## config.mk

```make
export PLATFORM = sky130hd
export DESIGN_NAME = spram_bw
export DESIGN_NICKNAME = d
export VERILOG_FILES = /design/src/rtl/spram_bw_pkg.sv /design/src/rtl/spram_rd_pipe.sv /design/src/rtl/spram_bw.sv
export SDC_FILE = /design/constraint.sdc
export NUM_CORES = 1
export LEC_CHECK = 0
export BUFFER_PORTS_ARGS = -buffer_cell sky130_fd_sc_hd__buf_4
export CORE_AREA = 3 3 147 106
export DETAILED_ROUTE_END_ITERATION = 8
export DIE_AREA = 0 0 150 109
export GPL_ROUTABILITY_DRIVEN = 0
export PLACE_DENSITY = 0.54
export SLEW_MARGIN = 20
export SYNTH_ARGS = -nofsm -noshare
export SYNTH_HDL_FRONTEND = slang
export SYNTH_SLANG_ARGS = --single-unit
```

## constraint.sdc

```tcl
create_clock -name clk -period 2.4 [get_ports clk]
set_input_delay 0.24 -clock clk [delete_from_list [all_inputs] [get_ports clk]]
set_output_delay 0.24 -clock clk [all_outputs]
set_load 0.01 [all_outputs]
```

## src/rtl/spram_bw_pkg.sv

```systemverilog
// Shared types and limits for the byte-write single-port RAM.
package spram_pkg;

  typedef enum logic [1:0] {
    READ_FIRST  = 2'd0,
    WRITE_FIRST = 2'd1,
    NO_CHANGE   = 2'd2
  } write_mode_e;

  localparam int MaxReadLatency = 4;

endpackage

```

## src/rtl/spram_rd_pipe.sv

```systemverilog
// Read-result delay line: Stages registers of data + valid behind the RAM output register.
module spram_rd_pipe #(
  parameter int Width  = 32,
  parameter int Stages = 0
) (
  input  logic             clk,
  input  logic             rst,
  input  logic             in_valid,
  input  logic [Width-1:0] in_data,
  output logic             out_valid,
  output logic [Width-1:0] out_data
);

  if (Stages == 0) begin : g_pass
    logic unused_clk_rst;
    assign unused_clk_rst = clk ^ rst;
    assign out_valid = in_valid;
    assign out_data  = in_data;
  end else begin : g_pipe
    logic [Stages:1]            vld_pipe;
    logic [Stages:1][Width-1:0] dat_pipe;

    // Data registers only load behind a valid bit, so the output holds between results.
    always_ff @(posedge clk) begin
      if (rst) begin
        vld_pipe <= '0;
        dat_pipe <= '0;
      end else begin
        vld_pipe[1] <= in_valid;
        if (in_valid) dat_pipe[1] <= in_data;
        for (int k = 2; k <= Stages; k++) begin
          vld_pipe[k] <= vld_pipe[k-1];
          if (vld_pipe[k-1]) dat_pipe[k] <= dat_pipe[k-1];
        end
      end
    end

    assign out_valid = vld_pipe[Stages];
    assign out_data  = dat_pipe[Stages];
  end

endmodule

```

## src/rtl/spram_bw.sv

```systemverilog
// Single-port RAM with per-lane write enables, configurable read latency and collision mode.
module spram_bw
  import spram_pkg::*;
#(
  parameter string       MemoryInitFile = "none",
  parameter int          AddrBusWidth   = 32,
  parameter int          DataBusWidth   = 32,
  parameter int          ByteWidth      = 8,
  parameter int          MemSizeWords   = 0,
  parameter int          ReadLatency    = 1,
  parameter write_mode_e WriteMode      = READ_FIRST
) (
  input  logic                                clk,
  input  logic                                rst,
  input  logic                                re,
  input  logic [AddrBusWidth-1:0]             addr,
  input  logic [DataBusWidth/ByteWidth-1:0]   we,
  input  logic [DataBusWidth-1:0]             w_data,
  output logic [DataBusWidth-1:0]             r_data,
  output logic                                r_valid
);

  localparam int              NumLanes  = DataBusWidth / ByteWidth;
  localparam longint unsigned AddrSpace = 64'd1 << AddrBusWidth;
  localparam longint unsigned Depth     = (MemSizeWords > 0) ? 64'(MemSizeWords) : AddrSpace;
  localparam int              IdxW      = (Depth > 1) ? $clog2(Depth) : 1;

  if (DataBusWidth % ByteWidth != 0) begin : g_bad_lanes
    $error("spram_bw: DataBusWidth must be a multiple of ByteWidth");
  end
  if (ReadLatency < 1 || ReadLatency > MaxReadLatency) begin : g_bad_latency
    $error("spram_bw: ReadLatency must be 1..%0d", MaxReadLatency);
  end
  if (64'(MemSizeWords) > AddrSpace) begin : g_bad_depth
    $error("spram_bw: MemSizeWords exceeds address space");
  end

  logic [DataBusWidth-1:0] mem [0:Depth-1];

  logic [IdxW-1:0]         idx;
  logic                    in_range;
  logic                    wr_any;
  logic                    rd_take;
  logic [DataBusWidth-1:0] merged;
  logic [DataBusWidth-1:0] rd_q;
  logic                    rd_v;

  assign idx      = addr[IdxW-1:0];
  assign in_range = 64'(addr) < Depth;
  assign wr_any   = |we;
  // NO_CHANGE drops the read half of a colliding access.
  assign rd_take  = re && !(WriteMode == NO_CHANGE && wr_any);

  always_comb begin
    merged = mem[idx];
    for (int i = 0; i < NumLanes; i++)
      if (we[i]) merged[i*ByteWidth +: ByteWidth] = w_data[i*ByteWidth +: ByteWidth];
  end

  always_ff @(posedge clk) begin
    if (!rst && in_range)
      for (int i = 0; i < NumLanes; i++)
        if (we[i]) mem[idx][i*ByteWidth +: ByteWidth] <= w_data[i*ByteWidth +: ByteWidth];
  end

  always_ff @(posedge clk) begin
    if (rst) begin
      rd_q <= '0;
      rd_v <= 1'b0;
    end else begin
      rd_v <= rd_take;
      if (rd_take) begin
        if (!in_range)                            rd_q <= '0;
        else if (WriteMode == WRITE_FIRST && wr_any) rd_q <= merged;
        else                                      rd_q <= mem[idx];
      end
    end
  end

  spram_rd_pipe #(
    .Width  (DataBusWidth),
    .Stages (ReadLatency - 1)
  ) u_rd_pipe (
    .clk       (clk),
    .rst       (rst),
    .in_valid  (rd_v),
    .in_data   (rd_q),
    .out_valid (r_valid),
    .out_data  (r_data)
  );

endmodule

```

==> results.ini, run 1 <==
[die]
die_y_um = 109
start_util_pct = 25.1
num_rows = 36
fp.dieW_um = 150
fp.coreArea_um2 = 14100
io_pins = 104
die_area_um2 = 16400

[clock_network]
cts_max_level = 3
max-clock-path-buffers = 2
cts_tree = done
cts_resized = 0
numClockSinks = 97
clkLatencyLatePin_ns = 0.33
cts.root.buffer_cell = clkbuf_16
post-cts-setup-buffers = 0
ctsHoldBuffers = 0
path_clk_slew_ns = 0.07
cts_made_buffers = 9

[sta]
final.setup.tns_ns = 0
slew_headroom_pct = 56.7
setup_viol = 0
min_period_ns = 1.49
slew_violations = 0
rsz0062_at_grt = false
worst_slew_pin_slew_ns = 0.650
hold_viol = 0
min_period_over_period_pct = 61.9
fmaxAchievable_mhz = 673
layout_setup_ws_ns = 0.914
fin_worst_skew_ns = 0.00329

[global_route]
grtUsageTotal_pct = 10.1
grt_max_degree = 66
gr-usage-met1_pct = 12.7
gr-usage-met3_pct = 3.99
gr-usage-met2_pct = 16.0
gr-total-overflow = 0
grt.busiest_layer = met2
grt_pass1_wl_um = 12300
grt_pass1_vias = 2336
grt_antenna_before_repair = 0

[logic_synthesis]
synth_edf_count = 64
yosys.cell_types.count = 16
synth_top_cell_area_share_pct = 54.4
syn_nets = 312
synth-seq-cells = 97
syn_area_um2 = 3530
ys_top_cells_by_count = 64 x edfxtp_1, 33 x dfxtp_1, 32 x a211oi_1, 32 x mux2i_1, 32 x nor2_1
synth_area_leaders = edfxtp_1 54%, dfxtp_1 19%, mux2i_1 9.1%
synth_area_leader_cell = edfxtp_1
ys.flop_type = edfxtp_1
ys_async_sr_fraction_pct = 0
synth.avg_cell_area_um2 = 14.7
syn_inst = 241
synth_most_common_cell = edfxtp_1
ys_seq_area_share_pct = 73.1
ys_warn_count = 0

[place]
placed_area_um2 = 4540
dp_hpwl_um = 5780
io_buffers = 103
post-place-ws_ns = 0.552

[critical_path]
worstPathCellList = buf_4 -> nand4_1 -> or4_1 -> nor3_1 -> buf_4
cp_slowest_cell = or4_1
startpoint_type = input pin
crit_family = simple AND/OR/NAND/NOR gates
cp_data_arrival_time_ns = 1.53
worstPathRequired_ns = 2.44
critPathMostFrequentCell = buf_4
crit_fanout = 8
worst-path-buf-inv = 2
cpPeakStageDelay_ns = 0.67
crit_path_end_kind = register
r2r_setup_slack_ns = 1.63
crit_type = in2reg

[power]
powerDensity_nw_per_um2 = 705
internal-power_mw = 2.66
clkPwrFrac_pct = 37.6
comb_power_share_pct = 8.4
switching_power_mw = 0.730
switching_share_pct = 21.5
seq_power_share_pct = 54.0
total_leakage_power_nw = 1.83
vdd_drop_max_mv = 0.247

[route]
drc = 0
via_per_inst = 4.23
routedWlPerCell_um = 14.8
dr.first_iter.drc_count = 115
dr.pass1.iters = 4
antenna_left = 0
routed_wl_um = 8070
routed-via-count = 2303

[min_path]
hold_path_class = in2reg

[outcome]
run_status = finished, final reports clean

[final_layout]
n_fill_cell = 1416
nets = 420
design_area_um2 = 4810
area_growth_pct = 36.2
drive_above_1_share_pct = 35.3
antennaDiodeCount = 0

[flow_run]
max_cap_viol_count = 0

==> per-stage QoR <==
step	utilization [%]	hold slack (ns)	power (mW)	std cells
2_1_floorplan	-	0.339	1.98	241
3_3_place_gp	32.3	0.430	2.15	528
3_5_place_dp	32.3	0.429	2.16	528
4_1_cts	34.2	0.0748	3.44	544
5_1_grt	34.2	0.0649	3.55	544
6_report	34.2	0.0883	3.39	544
==> power by group through the flow <==
stage          clock (mW)  combinational, mW  sequential, mW
2_1_floorplan           0             0.0941            1.88
3_3_place_gp            0              0.285            1.87
3_5_place_dp            0              0.290            1.87
4_1_cts              1.32              0.290            1.83
6_report             1.28              0.284            1.83
5_1_grt              1.40              0.312            1.83
==> logic make-up after synthesis <==
| family | synth area share [%] |
|---|---|
| DFF | 73.1 |
| and+or+nand+nor | 9.14 |
| AOI/OAI and AO/OA | 6.80 |
| muxes | 9.07 |
| buffers and inverters | 1.84 |
==> per-layer routing <==
layer  vias to the layer above  wire length, um
met1                      1081             3650
met4                         0              112
met5                         -                0
met3                         9              515
met2                        64             3790
li1                       1149                -
==> sequential cells by signal (all words and copies together) (netlist names) <==
register and flops:
mem 32, mem[-1] 32, rd_q 32, rd_v 1
==> final timing paths <==
kind                                  start     endpoint  cells past startpoint
worst max-delay path               addr[30]  mem[-1][15]                      5
worst max register to register  mem[-1][27]     rd_q[27]                      2
worst min register to register     rd_q[16]     rd_q[16]                      2
worst min-delay path              w_data[0]   mem[-1][0]                      1
==> placed cells by master (no fill, tap or decap) <==
cell type	n
buf_4	112
edfxtp_1	64
dfxtp_1	33
mux2i_1	32
nor2_1	32
a211oi_1	32
nand4_1	10
clkbuf_16	9
nor3_1	8
nor4_1	8
nand2b_1	4
clkinv_1	3
clkinvlp_4	2
or4_1	1
or4_4	1
nor2b_1	1
clkbuf_1	1
clkinv_4	1
==> layout make-up <==
class	instances	area (um^2)	area share [%]
clock inverters	6	35.0	0.729
multi-input cells	129	883	18.4
repair buffers	112	841	17.5
clock buffers	10	229	4.76
flip-flops and latches	97	2580	53.7
well taps	190	238	4.94
Note: power is estimated with default switching activity, not from simulation.
==> run 2: changes to the inputs <==
==> constraint.sdc (replaced) <==
create_clock -name clk -period 1.44 [get_ports clk]
set_input_delay 0.144 -clock clk [delete_from_list [all_inputs] [get_ports clk]]
set_output_delay 0.144 -clock clk [all_outputs]
set_load 0.01 [all_outputs]
==> run 2 against run 1 <==
  * Sequential cell count unchanged
  * Count of clock-buffer cells in the layout decreased by 1
  * Setup slack got worse by 0.79 ns
  * Total power rose by 76%
  * Critical path type unchanged
  * Highest routed layer unchanged
==> results.ini, run 2 (synthesis gave the netlist of run 1 again) <==
[route]
antenna_left = 0  ; unchanged
routed_wl_um = 8080  ; was 8070 um
routedWlPerCell_um = 13.6  ; was 14.8 um
drc = 0  ; unchanged
routed-via-count = 2454  ; was 2303
dr.pass1.iters = 5  ; was 4
via_per_inst = 4.13  ; was 4.23
dr.first_iter.drc_count = 64  ; was 115

[global_route]
grt_antenna_before_repair = 0  ; unchanged
grtUsageTotal_pct = 10.5  ; was 10.1%
grt_pass1_wl_um = 13000  ; was 12300 um
grt_max_degree = 33  ; was 66
grt_pass1_vias = 2605  ; was 2336
gr-total-overflow = 0  ; unchanged

[die]
start_util_pct = 25.1  ; unchanged
io_pins = 104  ; unchanged
die_area_um2 = 16400  ; unchanged
fp.dieW_um = 150  ; unchanged
num_rows = 36  ; unchanged
die_y_um = 109  ; unchanged
fp.coreArea_um2 = 14100  ; unchanged

[power]
powerDensity_nw_per_um2 = 1070  ; was 705 nW/um^2
vdd_drop_max_mv = 0.447  ; was 0.247 mV
power_mw = 5.96  ; was 3.39 mW
total_leakage_power_nw = 2.22  ; was 1.83 nW

[sta]
slew_violations = 0  ; unchanged
slew_headroom_pct = 63.2  ; was 56.7%
hold_viol = 0  ; unchanged
worst_slew_pin_slew_ns = 0.552  ; was 0.650 ns
min_period_ns = 1.31
fin_worst_skew_ns = 0.00367  ; was 0.00329 ns
rsz0062_at_grt = false  ; unchanged
setup_viol = 0  ; unchanged
fmaxAchievable_mhz = 762
min_period_over_period_pct = 91.1

[final_layout]
n_fill_cell = 1375  ; was 1416
design_area_um2 = 5580  ; was 4810 um^2
final_cell_mix = 122 x buf_4, 64 x edfxtp_1, 33 x dfxtp_1  ; was 112 x buf_4, 64 x edfxtp_1, 33 x dfxtp_1
antennaDiodeCount = 0  ; unchanged
nets = 471  ; was 420
layout_commonest_cell = buf_4  ; unchanged
largestRegisters = mem[-1]: 32 flops, mem: 32 flops, rd_q: 32 flops  ; unchanged
area_growth_pct = 58.1  ; was 36.2%
drive_above_1_share_pct = 40.6  ; was 35.3%
fin_util_pct = 39.7  ; was 34.2%

[critical_path]
reg2reg_from = mem[-1][31]  ; was mem[-1][27]
startpoint_type = input pin  ; unchanged
cp_data_arrival_time_ns = 1.36  ; was 1.53 ns
crit_path_end_kind = register  ; unchanged
crit_type = in2reg  ; unchanged
worstPathRequired_ns = 1.49  ; was 2.44 ns
timing.rr.end = rd_q[31]  ; was rd_q[27]
reg2reg_depth = 2  ; unchanged
crit_fanout = 8  ; unchanged
r2r_setup_slack_ns = 0.62  ; was 1.63 ns

[clock_network]
cts_max_level = 3  ; unchanged
max-clock-path-buffers = 2  ; unchanged
numClockSinks = 97  ; unchanged
cts_made_buffers = 9  ; unchanged
path_clk_slew_ns = 0.06  ; was 0.07 ns
cts.root.buffer_cell = clkbuf_16  ; unchanged
cts_tree = done  ; unchanged
clkLatencyLatePin_ns = 0.33  ; about the same

[place]
placed_area_um2 = 4970  ; was 4540 um^2
io_buffers = 103  ; unchanged
dp_hpwl_um = 6060  ; was 5780 um

[min_path]
whs_path_depth = 3  ; was 1
min_from = rst  ; was w_data[0]
worst_hold_path.endpoint = rd_q[30]  ; was mem[-1][0]
hold_path_class = in2reg  ; unchanged

[outcome]
run_status = finished, final reports clean  ; unchanged

[flow_run]
max_cap_viol_count = 0  ; unchanged

==> run 2: report_power, final <==
group,switching (mW),internal (mW),total (mW)
Sequential,0.0300,3.02,3.05
Clock,0.954,1.35,2.30
Combinational,0.252,0.353,0.605
==> run 2: area by class of cell <==
cell class / instances / area (um^2) / share of cell area [%]
well taps: 190 / 238 / 4.26
clock buffers: 9 / 225 / 4.03
flip-flops and latches: 97 / 2580 / 46.3
multi-input cells: 129 / 1050 / 18.9
repair buffers: 163 / 1420 / 25.4
clock inverters: 6 / 66.3 / 1.19
==> run 2: worst max-delay path by stage <==
stage	start	endpoint	slack [ns]	depth (start not counted)
after floorplan	addr[19]	mem[0][10]	-0.10	3
after global placement	addr[25]	mem[0][25]	-0.24	7
after detailed placement	addr[25]	mem[0][20]	-0.23	7
after CTS	addr[25]	mem[0][20]	0.13	7
after global routing	addr[9]	mem[0][7]	0.06	7
final	addr[25]	mem[0][21]	0.13	7
==> run 2: critical path, stage by stage <==
cell and delay (ns):
buf_4 0.11, buf_4 0.13, nor4_4 0.26, nand4_1 0.14
buf_4 0.20, nor3_4 0.22, buf_12 0.15
==> run 2: routing by layer <==
metal	routed length, um	vias to the layer above	share of wire (%)	track usage [%]
met3	499	9	6.2	3.82
li1	-	1249	-	-
met5	0	-	0	0
met2	3990	61	49	17.8
met1	3460	1135	43	12.3
met4	127	0	1.6	3.79
==> run 2: timing repair <==
item	in CTS	in global routing
resized for setup	0	0
setup buffers	0	0
hold endpoints to repair	64	0
hold buffers	32	0
==> run 2: stage by stage <==
step | instances | TNS, ns | hold WS [ns] | worst slack [ns]
2_1_floorplan | 241 | -5.74 | 0.243 | -0.101
3_3_place_gp | 547 | -14.60 | 0.331 | -0.244
4_1_cts | 594 | 0 | 0.224 | 0.133
3_5_place_dp | 547 | -13.99 | 0.332 | -0.231
6_report | 594 | 0 | 0.219 | 0.128
5_1_grt | 594 | 0 | 0.232 | 0.0638
==> run 3: changes to the inputs <==
--- a/config.mk
+++ b/config.mk
@@ -7,6 +7,7 @@
 export LEC_CHECK = 0
 export BUFFER_PORTS_ARGS = -buffer_cell sky130_fd_sc_hd__buf_4
 export CORE_AREA = 3 3 147 106
+export CTS_BUF_LIST = sky130_fd_sc_hd__clkbuf_8
 export DETAILED_ROUTE_END_ITERATION = 8
 export DIE_AREA = 0 0 150 109
 export GPL_ROUTABILITY_DRIVEN = 0
==> run 3 against run 2 <==
  * Count of clock-buffer cells in the layout stayed put
  * Register-to-register slack is essentially flat
  * Die area did not move
  * Final area shrank 1.8%
  * Clock power decreased by 27%
  * Highest routed layer unchanged
  * Sequential cell count unchanged
  * Clock skew rose by 0.0030 ns
  * Sequential share of layout area rose by 0.86 points
==> results.ini, run 3 (synthesis gave the netlist of run 1 again) <==
[sta]
rsz0062_at_grt = false  ; unchanged
setup_viol = 0  ; unchanged
fmaxAchievable_mhz = 772  ; was 762 MHz
min_period_ns = 1.29  ; was 1.31 ns
slew_violations = 0  ; unchanged
worst_slew_pin_slew_ns = 0.551  ; was 0.552 ns
slew_headroom_pct = 63.2  ; about the same
hold_viol = 0  ; unchanged
min_period_over_period_pct = 89.9  ; was 91.1%
final.setup.tns_ns = 0  ; unchanged
fin_worst_skew_ns = 0.00668  ; was 0.00367 ns
hold_ws_ns = 0.197  ; was 0.219 ns
layout_setup_ws_ns = 0.145  ; was 0.128 ns

[clock_network]
max-clock-path-buffers = 2  ; unchanged
cts.root.buffer_cell = clkbuf_8  ; was clkbuf_16
path_clk_slew_ns = 0.09  ; was 0.06 ns
cts_max_level = 3  ; unchanged
cts_made_buffers = 9  ; unchanged
cts_resized = 0  ; unchanged
cts_tree = done  ; unchanged
numClockSinks = 97  ; unchanged
clkLatencyLatePin_ns = 0.35  ; was 0.33 ns

[final_layout]
drive_above_1_share_pct = 40.6  ; unchanged
area_growth_pct = 55.2  ; was 58.1%
largestRegisters = mem[-1]: 32 flops, mem: 32 flops, rd_q: 32 flops  ; unchanged
antennaDiodeCount = 0  ; unchanged
regArea_um2 = 2580  ; unchanged
layout_commonest_cell = buf_4  ; unchanged
final_cell_mix = 122 x buf_4, 64 x edfxtp_1, 33 x dfxtp_1  ; unchanged
multi_input_area_um2 = 1050  ; unchanged
n_fill_cell = 1389  ; was 1375
nets = 471  ; unchanged

[critical_path]
worstPathRequired_ns = 1.51  ; was 1.49 ns
crit_type = in2reg  ; unchanged
crit_fanout = 8  ; unchanged
reg2reg_depth = 2  ; unchanged
reg2reg_from = mem[-1][31]  ; unchanged
crit_path_end_kind = register  ; unchanged
timing.rr.end = rd_q[31]  ; unchanged
cp_data_arrival_time_ns = 1.37  ; was 1.36 ns
startpoint_type = input pin  ; unchanged
r2r_setup_slack_ns = 0.62  ; about the same

[power]
powerDensity_nw_per_um2 = 975  ; was 1070 nW/um^2
total_leakage_power_nw = 2.17  ; was 2.22 nW
switching_power_mw = 1.17  ; was 1.24 mW
seq_power_share_pct = 57.0  ; was 51.2%
comb_power_share_pct = 11.3  ; was 10.2%
vdd_drop_max_mv = 0.414  ; was 0.447 mV
clkPwrFrac_pct = 31.7  ; was 38.6%
internal-power_mw = 4.18  ; was 4.72 mW
switching_share_pct = 21.9  ; was 20.8%

[route]
dr.first_iter.drc_count = 79  ; was 64
drc = 0  ; unchanged
antenna_left = 0  ; unchanged
dr.pass1.iters = 4  ; was 5
via_per_inst = 4.13  ; about the same
routedWlPerCell_um = 13.6  ; about the same
routed-via-count = 2456  ; was 2454
routed_wl_um = 8110  ; was 8080 um

[min_path]
whs_path_depth = 3  ; unchanged
worst_hold_path.endpoint = rd_q[19]  ; was rd_q[30]
min_from = rst  ; unchanged
hold_path_class = in2reg  ; unchanged

[die]
fp.dieW_um = 150  ; unchanged
num_rows = 36  ; unchanged
io_pins = 104  ; unchanged
start_util_pct = 25.1  ; unchanged
fp.coreArea_um2 = 14100  ; unchanged
die_area_um2 = 16400  ; unchanged
die_y_um = 109  ; unchanged

[global_route]
grt_pass1_wl_um = 13000  ; about the same
grt_antenna_before_repair = 0  ; unchanged
grtUsageTotal_pct = 10.5  ; about the same
gr-total-overflow = 0  ; unchanged
grt_pass1_vias = 2597  ; was 2605
grt_max_degree = 33  ; unchanged

[place]
io_buffers = 103  ; unchanged
dp_hpwl_um = 6060  ; unchanged
post-place-ws_ns = -0.231  ; unchanged

[outcome]
run_status = finished, final reports clean  ; unchanged

[flow_run]
max_cap_viol_count = 0  ; unchanged

run 3: power by group through the flow:
stage	Sequential [mW]	Clock, mW	Combinational [mW]
2_1_floorplan	3.14	0	0.170
3_3_place_gp	3.11	0	0.534
3_5_place_dp	3.11	0	0.543
4_1_cts	3.05	1.78	0.616
5_1_grt	3.06	1.90	0.663
6_report	3.05	1.69	0.605
run 3: how the worst max path moves through the flow:
stage          cells past startpoint  slack, ns      from          to
2_1_floorplan                      3      -0.10  addr[19]  mem[0][10]
3_3_place_gp                       7      -0.24  addr[25]  mem[0][25]
3_5_place_dp                       7      -0.23  addr[25]  mem[0][20]
4_1_cts                            7       0.17  addr[25]  mem[0][20]
5_1_grt                            7       0.10   addr[9]   mem[0][7]
6_report                           7       0.15  addr[25]  mem[0][21]
run 3: metal layers:
metal | GRT usage (%) | up-vias | part of all wire [%]
met1 | 12.4 | 1142 | 43
met4 | 3.79 | 0 | 1.3
li1 | - | 1246 | -
met3 | 3.82 | 8 | 6.1
met2 | 17.7 | 60 | 49
met5 | 0 | - | 0
run 3: final cells by class:
cell class	instances	share of cell area, %
Sequential cell	97	47.1
Timing Repair Buffer	163	25.8
Multi-Input combinational cell	129	19.2
Tap cell	190	4.34
Clock buffer	9	2.26
Clock inverter	6	1.21
run 3: timing repair:
action                    CTS  global route
hold buffers               32             0
hold endpoints to repair   64             0
buffers inserted            0             0
run 3: stage by stage:
step | instances | area (um^2) | power, mW | util (%)
floorplan | 241 | 3700 | 3.31 | -
global placement | 547 | 4970 | 3.64 | 35.4
detailed placement | 547 | 4970 | 3.66 | 35.4
CTS | 594 | 5480 | 5.45 | 39.0
global route | 594 | 5480 | 5.62 | 39.0
finish | 594 | 5480 | 5.35 | 39.0
run 3: critical path, cell delays in order:
cell,delay [ns]
buf_4,0.11
buf_4,0.13
nor4_4,0.26
nand4_1,0.14
buf_4,0.20
nor3_4,0.22
buf_12,0.15
